$ cat src/rtl/mul4_seq.sv
// Sequential 4x4 unsigned shift-and-add multiplier built around one 4-bit ripple adder.
// A 4-step serial multiply with a start/busy/done handshake and a held 8-bit product.

module Adder4 (
    input  logic [3:0] a,
    input  logic [3:0] b,
    input  logic       cin,
    output logic [3:0] sum,
    output logic       cout
);
    logic [4:0] c;

    assign c[0] = cin;

    for (genvar i = 0; i < 4; i++) begin : g_fa
        assign sum[i]   = a[i] ^ b[i] ^ c[i];
        assign c[i+1]   = (a[i] & b[i]) | (c[i] & (a[i] ^ b[i]));
    end

    assign cout = c[4];
endmodule

module mul4_seq (
    input  logic       clk,
    input  logic       rst_n,
    input  logic       start,
    input  logic [3:0] a,
    input  logic [3:0] b,
    output logic       busy,
    output logic       done,
    output logic [7:0] product
);
    typedef enum logic [1:0] {IDLE, RUN, DONE} state_t;

    state_t     state, state_nxt;
    logic [3:0] m, m_nxt;
    logic [7:0] p, p_nxt, p_step;
    logic [1:0] cnt, cnt_nxt;
    logic [7:0] prod_nxt;
    logic [3:0] s;
    logic       co;

    Adder4 u_add (
        .a    (p[7:4]),
        .b    (m),
        .cin  (1'b0),
        .sum  (s),
        .cout (co)
    );

    // Upper half accumulates; the adder carry becomes the new MSB after the shift.
    assign p_step = p[0] ? {co, s, p[3:1]} : {1'b0, p[7:1]};

    always_comb begin
        state_nxt = state;
        m_nxt     = m;
        p_nxt     = p;
        cnt_nxt   = cnt;
        prod_nxt  = product;
        case (state)
            IDLE: begin
                if (start) begin
                    m_nxt     = a;
                    p_nxt     = {4'b0, b};
                    cnt_nxt   = 2'd0;
                    state_nxt = RUN;
                end
            end
            RUN: begin
                p_nxt   = p_step;
                cnt_nxt = cnt + 2'd1;
                if (cnt == 2'd3) begin
                    prod_nxt  = p_step;
                    state_nxt = DONE;
                end
            end
            DONE:    state_nxt = IDLE;
            default: state_nxt = IDLE;
        endcase
    end

    always_ff @(posedge clk or negedge rst_n) begin
        if (!rst_n) begin
            state   <= IDLE;
            m       <= 4'd0;
            p       <= 8'd0;
            cnt     <= 2'd0;
            product <= 8'd0;
            busy    <= 1'b0;
            done    <= 1'b0;
        end else begin
            state   <= state_nxt;
            m       <= m_nxt;
            p       <= p_nxt;
            cnt     <= cnt_nxt;
            product <= prod_nxt;
            // Status flags are registered from the next state so they align with it.
            busy    <= (state_nxt != IDLE);
            done    <= (state_nxt == DONE);
        end
    end
endmodule

$ cat config.mk
export PLATFORM = sky130hd
export DESIGN_NAME = mul4_seq
export DESIGN_NICKNAME = d
export VERILOG_FILES = /design/src/rtl/mul4_seq.sv
export SDC_FILE = /design/constraint.sdc
export NUM_CORES = 1
export LEC_CHECK = 0
export BUFFER_PORTS_ARGS = -buffer_cell sky130_fd_sc_hd__buf_2
export CAP_MARGIN = 0
export CORE_AREA = 4 4 54 56
export DETAILED_ROUTE_END_ITERATION = 10
export DIE_AREA = 0 0 58 60
export MAX_ROUTING_LAYER = met4
export PLACE_DENSITY_LB_ADDON = 0.12
export SLEW_MARGIN = 20
export SYNTH_ARGS = -nofsm -noshare
export SYNTH_HDL_FRONTEND = slang
export SYNTH_HIERARCHICAL = 1
export SYNTH_SLANG_ARGS = --single-unit
export TNS_END_PERCENT = 100
$ cat constraint.sdc
create_clock -name clk -period 4.9 [get_ports clk]
set_input_delay 0.245 -clock clk [delete_from_list [all_inputs] [get_ports clk]]
set_output_delay 0.245 -clock clk [all_outputs]
set_load 0.1 [all_outputs]
==> results of run 1 <==
[layout by cell type (no fill, tap or decap)]
master,instances
o21bai_2,1
o21ai_1,3
mux2_2,7
or2b_4,1
buf_2,20
nand2_1,11
nor2_1,2
nand3b_2,1
dfrtp_1,26
o21ai_0,7
conb_1,1
a21oi_1,4
ha_1,1
a22o_1,1
a221oi_1,1
nand2b_4,1
dlygate4sd3_1,1
mux2i_1,4
nor2_4,1
clkbuf_4,3
o22ai_1,7
inv_1,15
fa_1,4
[synthesized netlist by cell type]
library cell   n  share of area (%)
a21oi_1        4                1.7
a221oi_1       1               0.75
a22o_1         1               0.75
buf_2          2               0.85
conb_1         1               0.32
dfrtp_1       26                 56
fa_1           4                6.8
ha_1           1                1.1
inv_1         15                4.8
mux2_2         7                6.7
mux2i_1        4                3.4
nand2_1       11                3.5
nand2b_4       1                1.2
nand3b_2       1               0.96
nor2_1         2               0.64
nor2_4         1               0.96
o21ai_0        7                3.0
o21ai_1        3                1.3
o21bai_2       1               0.96
o22ai_1        7                3.7
or2b_4         1               0.96
[flip-flops by register name, summed over array words and instances, names as in the netlist]
name and count:
busy 1, cnt 2, done 1, m 4, p 8, product 8, state 2
[metal layers]
layer / GRT usage [%] / vias up / share of wire, %
li1: - / 388 / -
met1: 16.99 / 363 / 47
met2: 21.94 / 18 / 47
met5: - / - / 0
met4: 2.980 / 0 / 0.29
met3: 2.592 / 2 / 5.3
[stage by stage]
| step | cell area (µm²) | setup slack, ns | std cells | hold slack [ns] |
|---|---|---|---|---|
| global route | 1331 | 2.415 | 153 | 0.1452 |
| global placement | 1299 | 2.675 | 149 | 0.2702 |
| detailed placement | 1299 | 2.602 | 149 | 0.2716 |
| CTS | 1331 | 2.573 | 153 | 0.1406 |
| finish | 1331 | 2.567 | 153 | 0.1521 |
| floorplan | 1171 | 2.720 | 101 | -0.05059 |
[layout make-up]
class	count	area share, %
multi-input cells	58	34.12
repair buffers	21	8.271
well taps	30	2.820
inverters	15	4.229
clock buffers	3	1.692
flip-flops and latches	26	48.87
[kinds of logic after synthesis]
logic type | synth area share [%]
flip-flops | 55.56
AO/OA/AOI/OAI | 12.18
other | 0.3202
AND/OR/NAND/NOR | 8.226
multiplexers | 10.15
buffers and inverters | 5.662
adder cells (fa/ha/maj) | 7.906
[final timing paths]
check | slack [ns] | to | cells after the start | startpoint
max in group asynchronous | 4.09 | m[0] | 2 | rst_n
worst max register to register | 2.57 | p[6] | 10 | p[4]
min in group asynchronous | 0.43 | product[0] | 2 | rst_n
worst min-delay path | 0.15 | m[1] | 2 | a[1]
worst max-delay path | 2.57 | p[6] | 10 | p[4]
worst min register to register | 0.49 | product[4] | 2 | product[4]
==> metrics.cfg, run 1 <==
[outcome]
status = complete, no violations

[route]
wirelength_um = 2042
ant_nets = 0
wire_per_inst_um = 13.35
drt-pass1-iter-count = 3
drt_iter0_markers = 9
via_count = 771
avgViaCountPerCell = 5.039
drc_errors = 0

[hold_path]
hp-class = primary input to flop

[worst_setup_path]
crit_arrival_ns = 2.57
worstPathRequired_ns = 5.14
critPathKind = flop to flop
crit_chain = fa_1 > inv_1 > fa_1 > inv_1 > fa_1 > inv_1 > fa_1 > inv_1 > mux2i_1 > o21ai_0
critPathTopFamily = adder cells
start_kind = flop
path_buf_inv = 4
cpMaxStageDelayCell = dfrtp_1
end_kind = flop
path_max_fanout = 3
slowest_delay_ns = 0.44

[floorplan]
io_pins = 21
die_w_um = 58
chipHeight_um = 60
die_area_um2 = 3480
start_util_pct = 48.15
rows = 18
core_area_um2 = 2432

[synthesis]
synth_seq_cells = 26
syn_inst = 101
avgSynthCellArea_um2 = 11.60
yosysWarnings = 6
ys_seq_area_share_pct = 55.56
synth_fp_nets = 117
ys_types = 21
syn_area_um2 = 1171

[layout]
multiInputGateArea_um2 = 454.2
ff_latch_area_um2 = 650.6
final_nets = 141
area_delta_synth_final_pct = 13.68
fill_cells = 226
drive_gt1_share_pct = 28.46
antenna-diode-count = 0
utilization_pct = 54.73

[grt]
grt_max_degree = 27
antenna_found_initial = 0
grt_overflow_total = 0
grt_pass1_wl_um = 3394
track_usage_pct = 13.28
first_global_vias = 756

[sta]
hold_viol = 0
setup_tns_ns = 0
min_period_ns = 2.333
setup_viol = 0
slew_headroom_pct = 62.93
min_period_over_period_pct = 47.61
drv_slew = 0
tightestPinTransition_ns = 0.5560
rsz0062_at_grt = no
fin_worst_skew_ns = 0.008370
fmax_ghz = 0.4286

[placement]
gp_congestion = 0.7069
port_buffers = 20
dpl.hpwl_um = 1569

[clock_network]
hold_buffers = 1
clock-sinks = 26
clockBufferDepth = 2
cts_resized = 0
root_buffer = clkbuf_4
cts_tree = built
numCtsBuffers = 3
clk_pin_slew_ns = 0.13
cts_htree_levels = 1
clk_latency_ns = 0.31
post-cts-setup-buffers = 0

[job]
drv_cap = 0

Power of run 1 is not shown: default switching activity piles up to over one toggle a cycle in this logic, so the estimate is an artifact.
==> run 2, diff against run 1 <==
Settings changed: ABC_AREA set to 1, CORE_AREA 4 4 54 56 to 4 4 56 58, DIE_AREA 0 0 58 60 to 0 0 60 62.
Clock period 4.9 ns to 2.1 ns, I/O delays scaled along.
==> run 2 against run 1 <==
  * The flow now finishes with violations (setup timing)
  * Utilization down 1.7 points
  * Final cell count up 29%
  * Largest cell class unchanged
  * Sequential share of layout area down 2.8 points
  * Via count up 20%
  * Setup slack worse by 2.7 ns
  * First-iteration DRC count rose to 5.0 times the previous value
  * Critical path type unchanged
  * Synthesized cell count up 42%
  * Hold slack worse by 0.14 ns
  * Clock skew down 0.0040 ns
==> metrics.cfg, run 2 <==
[clock_network]
cts_htree_levels = 1  ; unchanged
post-cts-setup-buffers = 0  ; unchanged
clock-sinks = 26  ; unchanged
clk_pin_slew_ns = 0.14  ; about the same
numCtsBuffers = 3  ; unchanged
clk_latency_ns = 0.31  ; about the same
clockBufferDepth = 2  ; unchanged
root_buffer = clkbuf_4
cts_tree = built

[sta]
fin_worst_skew_ns = 0.004341  ; -0.004030 ns
setup_viol = 2  ; +2
min_period_over_period_pct = 105.0  ; +57 points
tightestPinTransition_ns = 0.5824  ; +0.02639 ns
drv_slew = 0  ; unchanged
worst_slack_ns = -0.1057  ; -2.673 ns
min_period_ns = 2.206  ; -0.1273 ns
hold_viol = 0  ; unchanged
slew_headroom_pct = 61.17  ; -1.8 points
rsz0062_at_grt = yes
fmax_ghz = 0.4534  ; +5.8%

[route]
drt_iter0_markers = 45  ; +36
drc_errors = 0  ; unchanged
drt-pass1-iter-count = 4  ; +1
wire_per_inst_um = 11.01  ; -18%
avgViaCountPerCell = 4.711  ; -6.5%
wirelength_um = 2169  ; +6.2%
via_count = 928  ; +20%
ant_nets = 0  ; unchanged

[grt]
globalRoute.busiestLayer = met2
first_global_vias = 855  ; +13%
met1_usage_pct = 18.84  ; +1.9 points
grt_pass1_wl_um = 3829  ; +13%
grt_max_degree = 27  ; unchanged
antenna_found_initial = 0  ; unchanged
track_usage_pct = 14.36  ; +1.1 points
grt_overflow_total = 0  ; unchanged
met3_usage_pct = 2.893  ; +0.30 points
grt_use_met2_pct = 21.91  ; about the same

[worst_setup_path]
timing.rr.end = p[6]
path_max_fanout = 2  ; -1
start_kind = flop
end_kind = flop
r2r_cells = 12  ; +2
regToRegStartpoint = m[0]
crit_arrival_ns = 2.45  ; -0.12 ns
worstPathRequired_ns = 2.35  ; -2.79 ns
worstSetupStartpoint = m[0]
crit_end = p[6]
reg2reg_slack_ns = -0.11  ; -2.67 ns
critPathKind = flop to flop

[layout]
utilization_pct = 53.01  ; -1.7 points
reg_top3 = p x8, product x8, m x4
final_nets = 183  ; +30%
drive_gt1_share_pct = 22.89  ; -5.6 points
layout.cells.most_common = nand2_1
multiInputGateArea_um2 = 474.2  ; +4.4%
layout.cells.most_common_list = nand2_1 (45), dfrtp_1 (26), inv_1 (21)
antenna-diode-count = 0  ; unchanged
area_delta_synth_final_pct = 14.40
ff_latch_area_um2 = 650.6  ; unchanged
finalNonFillerCells = 197  ; +29%
fill_cells = 270  ; +19%
final_area_um2 = 1411  ; +6.0%

[floorplan]
rows = 19  ; +1
core_area_um2 = 2663  ; +9.5%
die_w_um = 60  ; +3.4%
chipHeight_um = 62  ; +3.3%
start_util_pct = 46.33  ; -1.8 points
die_area_um2 = 3720  ; +6.9%
io_pins = 21  ; unchanged

[synthesis]
synth-edff-count = 0  ; unchanged
ys_seq_area_share_pct = 52.74  ; -2.8 points
syn_inst = 143  ; +42%
ys_types = 19  ; -9.5%
synth_ff_type = dfrtp_1
async_reset_ff_share_pct = 100.0  ; unchanged
avgSynthCellArea_um2 = 8.627  ; -26%
synth_seq_cells = 26  ; unchanged
yosysWarnings = 6  ; unchanged
yosysTopAreaCell = dfrtp_1
netlist.area_leader.share_pct = 52.74  ; -2.8 points
synthTopCellsByCount = nand2_1 (45), dfrtp_1 (26), inv_1 (24)
synthTopCellsByArea = dfrtp_1 (53%), nand2_1 (14%), inv_1 (7.3%)
synth_most_common_cell = nand2_1
syn_area_um2 = 1234  ; +5.3%
synth_fp_nets = 159  ; +36%

[placement]
port_buffers = 20  ; unchanged
dpl.hpwl_um = 1638  ; +4.4%
gp_congestion = 0.8450  ; +20%
dpl.cell_count = 192  ; +29%
dpl_cell_area_um2 = 1365  ; +5.1%

[job]
drv_cap = 0  ; unchanged

[hold_path]
hp-class = primary input to flop

[outcome]
status = complete, but fails checks
violations = setup timing

==> run 2: cell type report <==
| type | instances | area share, % |
|---|---|---|
| clock buffer | 4 | 2.571 |
| timing repair buffer | 22 | 8.333 |
| inverter | 25 | 6.649 |
| multi-input combinational | 89 | 33.60 |
| tap | 31 | 2.748 |
| sequential | 26 | 46.10 |
==> run 2: worst min-delay path by stage <==
| stage | startpoint | to | slack [ns] | cells after the start |
|---|---|---|---|---|
| floorplan | rst_n | busy | -0.19 | 0 |
| global placement | rst_n | product[1] | 0.13 | 1 |
| detailed placement | rst_n | product[0] | 0.14 | 1 |
| CTS | a[1] | m[1] | 0.004 | 3 |
| global route | a[3] | m[3] | 0.02 | 3 |
| finish | a[1] | m[1] | 0.02 | 3 |
==> run 2: routing by layer <==
metal / vias up / share of wire [%]
li1: 483 / -
met1: 427 / 49
met2: 16 / 45
met3: 2 / 4.7
met4: 0 / 0.92
met5: - / 0
==> run 2: kinds of logic (layout without fill, tap and decap cells) <==
family | count (synthesis) | in the layout | synth area share [%]
and+or+nand+nor | 70 | 70 | 24.75
buffers and inverters | 28 | 51 | 9.432
DFF | 26 | 26 | 52.74
AOI/OAI and AO/OA | 13 | 13 | 5.273
adders and majority gates | 5 | 5 | 7.505
other | 1 | 1 | 0.3040
==> run 2: critical path, cell delays in order (launching register included) <==
cell	delay (ns)
dfrtp_1	0.43
fa_2	0.36
inv_2	0.06
fa_2	0.18
inv_2	0.04
fa_2	0.32
inv_2	0.06
fa_1	0.40
inv_1	0.06
nand2_1	0.04
nand2_1	0.09
nand2_1	0.05
o21ai_1	0.06
==> run 2: through the flow <==
stage / setup WS (ns) / setup TNS [ns] / hold WS [ns]
detailed placement: -0.09538 / -0.1569 / 0.1388
CTS: -0.1232 / -0.2185 / 0.003743
finish: -0.1057 / -0.1956 / 0.01522
global placement: -0.05295 / -0.09600 / 0.1346
floorplan: -0.01945 / -0.02475 / -0.1906
global route: -0.2287 / -0.4519 / 0.01842
==> run 2: timing repair <==
item,CTS,global route
hold buffers,1,0
cloned,0,0
gates resized for setup,1,1
endpoints found under the hold margin,26,0
setup endpoints to repair,2,2
pin swaps,0,1
Power of run 2 is left out for the same reason.
==> run 3, diff against run 2 <==
Settings changed: PLACE_DENSITY set to 0.79, PLACE_DENSITY_LB_ADDON 0.12 to unset.
==> run 3 against run 2 <==
  * The run still ends with setup timing left
  * Register-to-register slack barely moved
  * Clock skew increased by 0.0071 ns
  * Design area is 3.1% higher
  * Die area is the same
  * Sequential share of layout area down 1.4 points
  * Setup slack worse by 0.0013 ns
  * Fmax is essentially flat
  * Critical endpoint unchanged
==> metrics.cfg, run 3 (synthesis results as in run 2) <==
[hold_path]
hp-class = primary input to flop
whs_endpoint = m[3]
hp-start = a[3]
hold_depth = 3  ; unchanged

[layout]
area_delta_synth_final_pct = 17.95
final_nets = 186  ; +1.6%
layout.cells.most_common_list = nand2_1 (45), dfrtp_1 (26), inv_1 (21)
layout.cells.most_common = nand2_1
reg_top3 = p x8, product x8, m x4
drive_gt1_share_pct = 23.08  ; +0.19 points
antenna-diode-count = 0  ; unchanged
fill_cells = 244  ; -9.6%

[outcome]
violations = setup timing
status = complete, but fails checks

[route]
ant_nets = 0  ; unchanged
avgViaCountPerCell = 4.750  ; +0.84%
drt-pass1-iter-count = 4  ; unchanged
wire_per_inst_um = 11.72  ; +6.4%
drt_iter0_markers = 42  ; -6.7%
drc_errors = 0  ; unchanged
via_count = 950  ; +2.4%
wirelength_um = 2343  ; +8.0%

[grt]
antenna_found_initial = 0  ; unchanged
track_usage_pct = 15.68  ; +1.3 points
first_global_vias = 966  ; +13%
grt_overflow_total = 0  ; unchanged
grt_pass1_wl_um = 4105  ; +7.2%
grt_max_degree = 27  ; unchanged

[clock_network]
root_buffer = clkbuf_4
cts_tree = built
clock-sinks = 26  ; unchanged
numCtsBuffers = 3  ; unchanged
clk_latency_ns = 0.32  ; about the same
clk_pin_slew_ns = 0.15  ; about the same
cts_htree_levels = 1  ; unchanged
clockBufferDepth = 2  ; unchanged

[worst_setup_path]
r2r_cells = 12  ; unchanged
cpMaxStageDelayCell = dfrtp_1
critPathKind = flop to flop
reg2reg_slack_ns = -0.11  ; about the same
crit_chain = fa_2 > inv_2 > fa_2 > inv_2 > fa_2 > inv_2 > fa_1 > inv_1 > nand2_1 > nand2_1 > nand2_1 > o21ai_1
end_kind = flop
path_buf_inv = 4  ; unchanged
regToRegStartpoint = m[0]
path_max_fanout = 2  ; unchanged
timing.rr.end = p[6]
slowest_delay_ns = 0.43  ; about the same
crit_arrival_ns = 2.47  ; +0.02 ns
start_kind = flop
worstPathRequired_ns = 2.37  ; +0.02 ns
critPathTopFamily = adder cells

[sta]
worst_slack_ns = -0.1070  ; -0.001335 ns
rsz0062_at_grt = yes
min_period_over_period_pct = 105.1  ; about the same
fin_worst_skew_ns = 0.01149  ; +0.007145 ns
drv_slew = 0  ; unchanged
hold_viol = 0  ; unchanged
holdWs_ns = 0.01102  ; -0.004204 ns
tightestPinTransition_ns = 0.5707  ; -0.01169 ns
setup_tns_ns = -0.1973  ; -0.001638 ns
slew_headroom_pct = 61.95  ; +0.78 points
setup_viol = 2  ; unchanged
fmax_ghz = 0.4531  ; about the same
min_period_ns = 2.207  ; +0.001335 ns

[floorplan]
core_area_um2 = 2663  ; unchanged
io_pins = 21  ; unchanged
die_area_um2 = 3720  ; unchanged
rows = 19  ; unchanged
die_w_um = 60  ; unchanged
chipHeight_um = 62  ; unchanged
start_util_pct = 46.33  ; unchanged

[placement]
port_buffers = 20  ; unchanged
gp_congestion = 0.8474  ; +0.28%
dpl.hpwl_um = 1722  ; +5.2%

[job]
drv_cap = 0  ; unchanged

==> run 3: cell count changes in the layout (fill, tap and decap cells not counted) <==
cell / delta
clkbuf_8: -1
buf_4: +1
dlygate4sd3_1: +2
bufinv_16: +1
==> run 3: per-stage QoR <==
stage	cells	cell area [µm²]	util [%]	setup slack [ns]
finish	200	1455	54.65	-0.1070
global route	200	1455	54.65	-0.2393
CTS	200	1455	54.65	-0.1241
detailed placement	192	1365	51.27	-0.1205
global placement	192	1365	51.27	-0.05525
floorplan	143	1241	-	-0.01945
==> run 3: worst max-delay path by stage <==
stage,startpoint,end,slack [ns],cells after the start
CTS,m[0],p[6],-0.12,12
global placement,m[0],p[6],-0.06,12
floorplan,m[0],p[6],-0.02,12
detailed placement,m[0],p[6],-0.12,12
global route,m[0],product[6],-0.24,12
finish,m[0],p[6],-0.11,12
==> run 3: routing by layer <==
layer	wire (µm)	global-route usage [%]	vias up
li1	-	-	488
met1	1064	17.94	434
met2	1119	26.85	24
met3	111	2.479	4
met4	46	7.595	0
met5	0	-	-
==> run 3: timing repair <==
| action | CTS | global route |
|---|---|---|
| endpoints found under the hold margin | 28 | 0 |
| hold buffers | 3 | 0 |
| setup endpoints to repair | 2 | 4 |
| buffers inserted | 1 | 0 |
| resized for setup | 2 | 0 |
| pin swaps | 1 | 1 |
==> run 3: area by class of cell <==
type | instances | area, µm² | share of cell area [%]
Clock buffer | 3 | 22.52 | 1.548
Clock inverter | 1 | 30.03 | 2.064
Inverter | 25 | 93.84 | 6.449
Multi-Input combinational cell | 89 | 474.2 | 32.59
Sequential cell | 26 | 650.6 | 44.71
Tap cell | 31 | 38.79 | 2.666
Timing Repair Buffer | 25 | 145.1 | 9.974
==> run 3: worst reg2reg max path, cell delays in order, from the launching register on <==
cell and delay, ns:
dfrtp_1 0.43, fa_2 0.36, inv_2 0.06, fa_2 0.18, inv_2 0.04, fa_2 0.32
inv_2 0.06, fa_1 0.40, inv_1 0.06, nand2_1 0.04, nand2_1 0.08, nand2_1 0.05
o21ai_1 0.07
Power of run 3 is left out for the same reason.
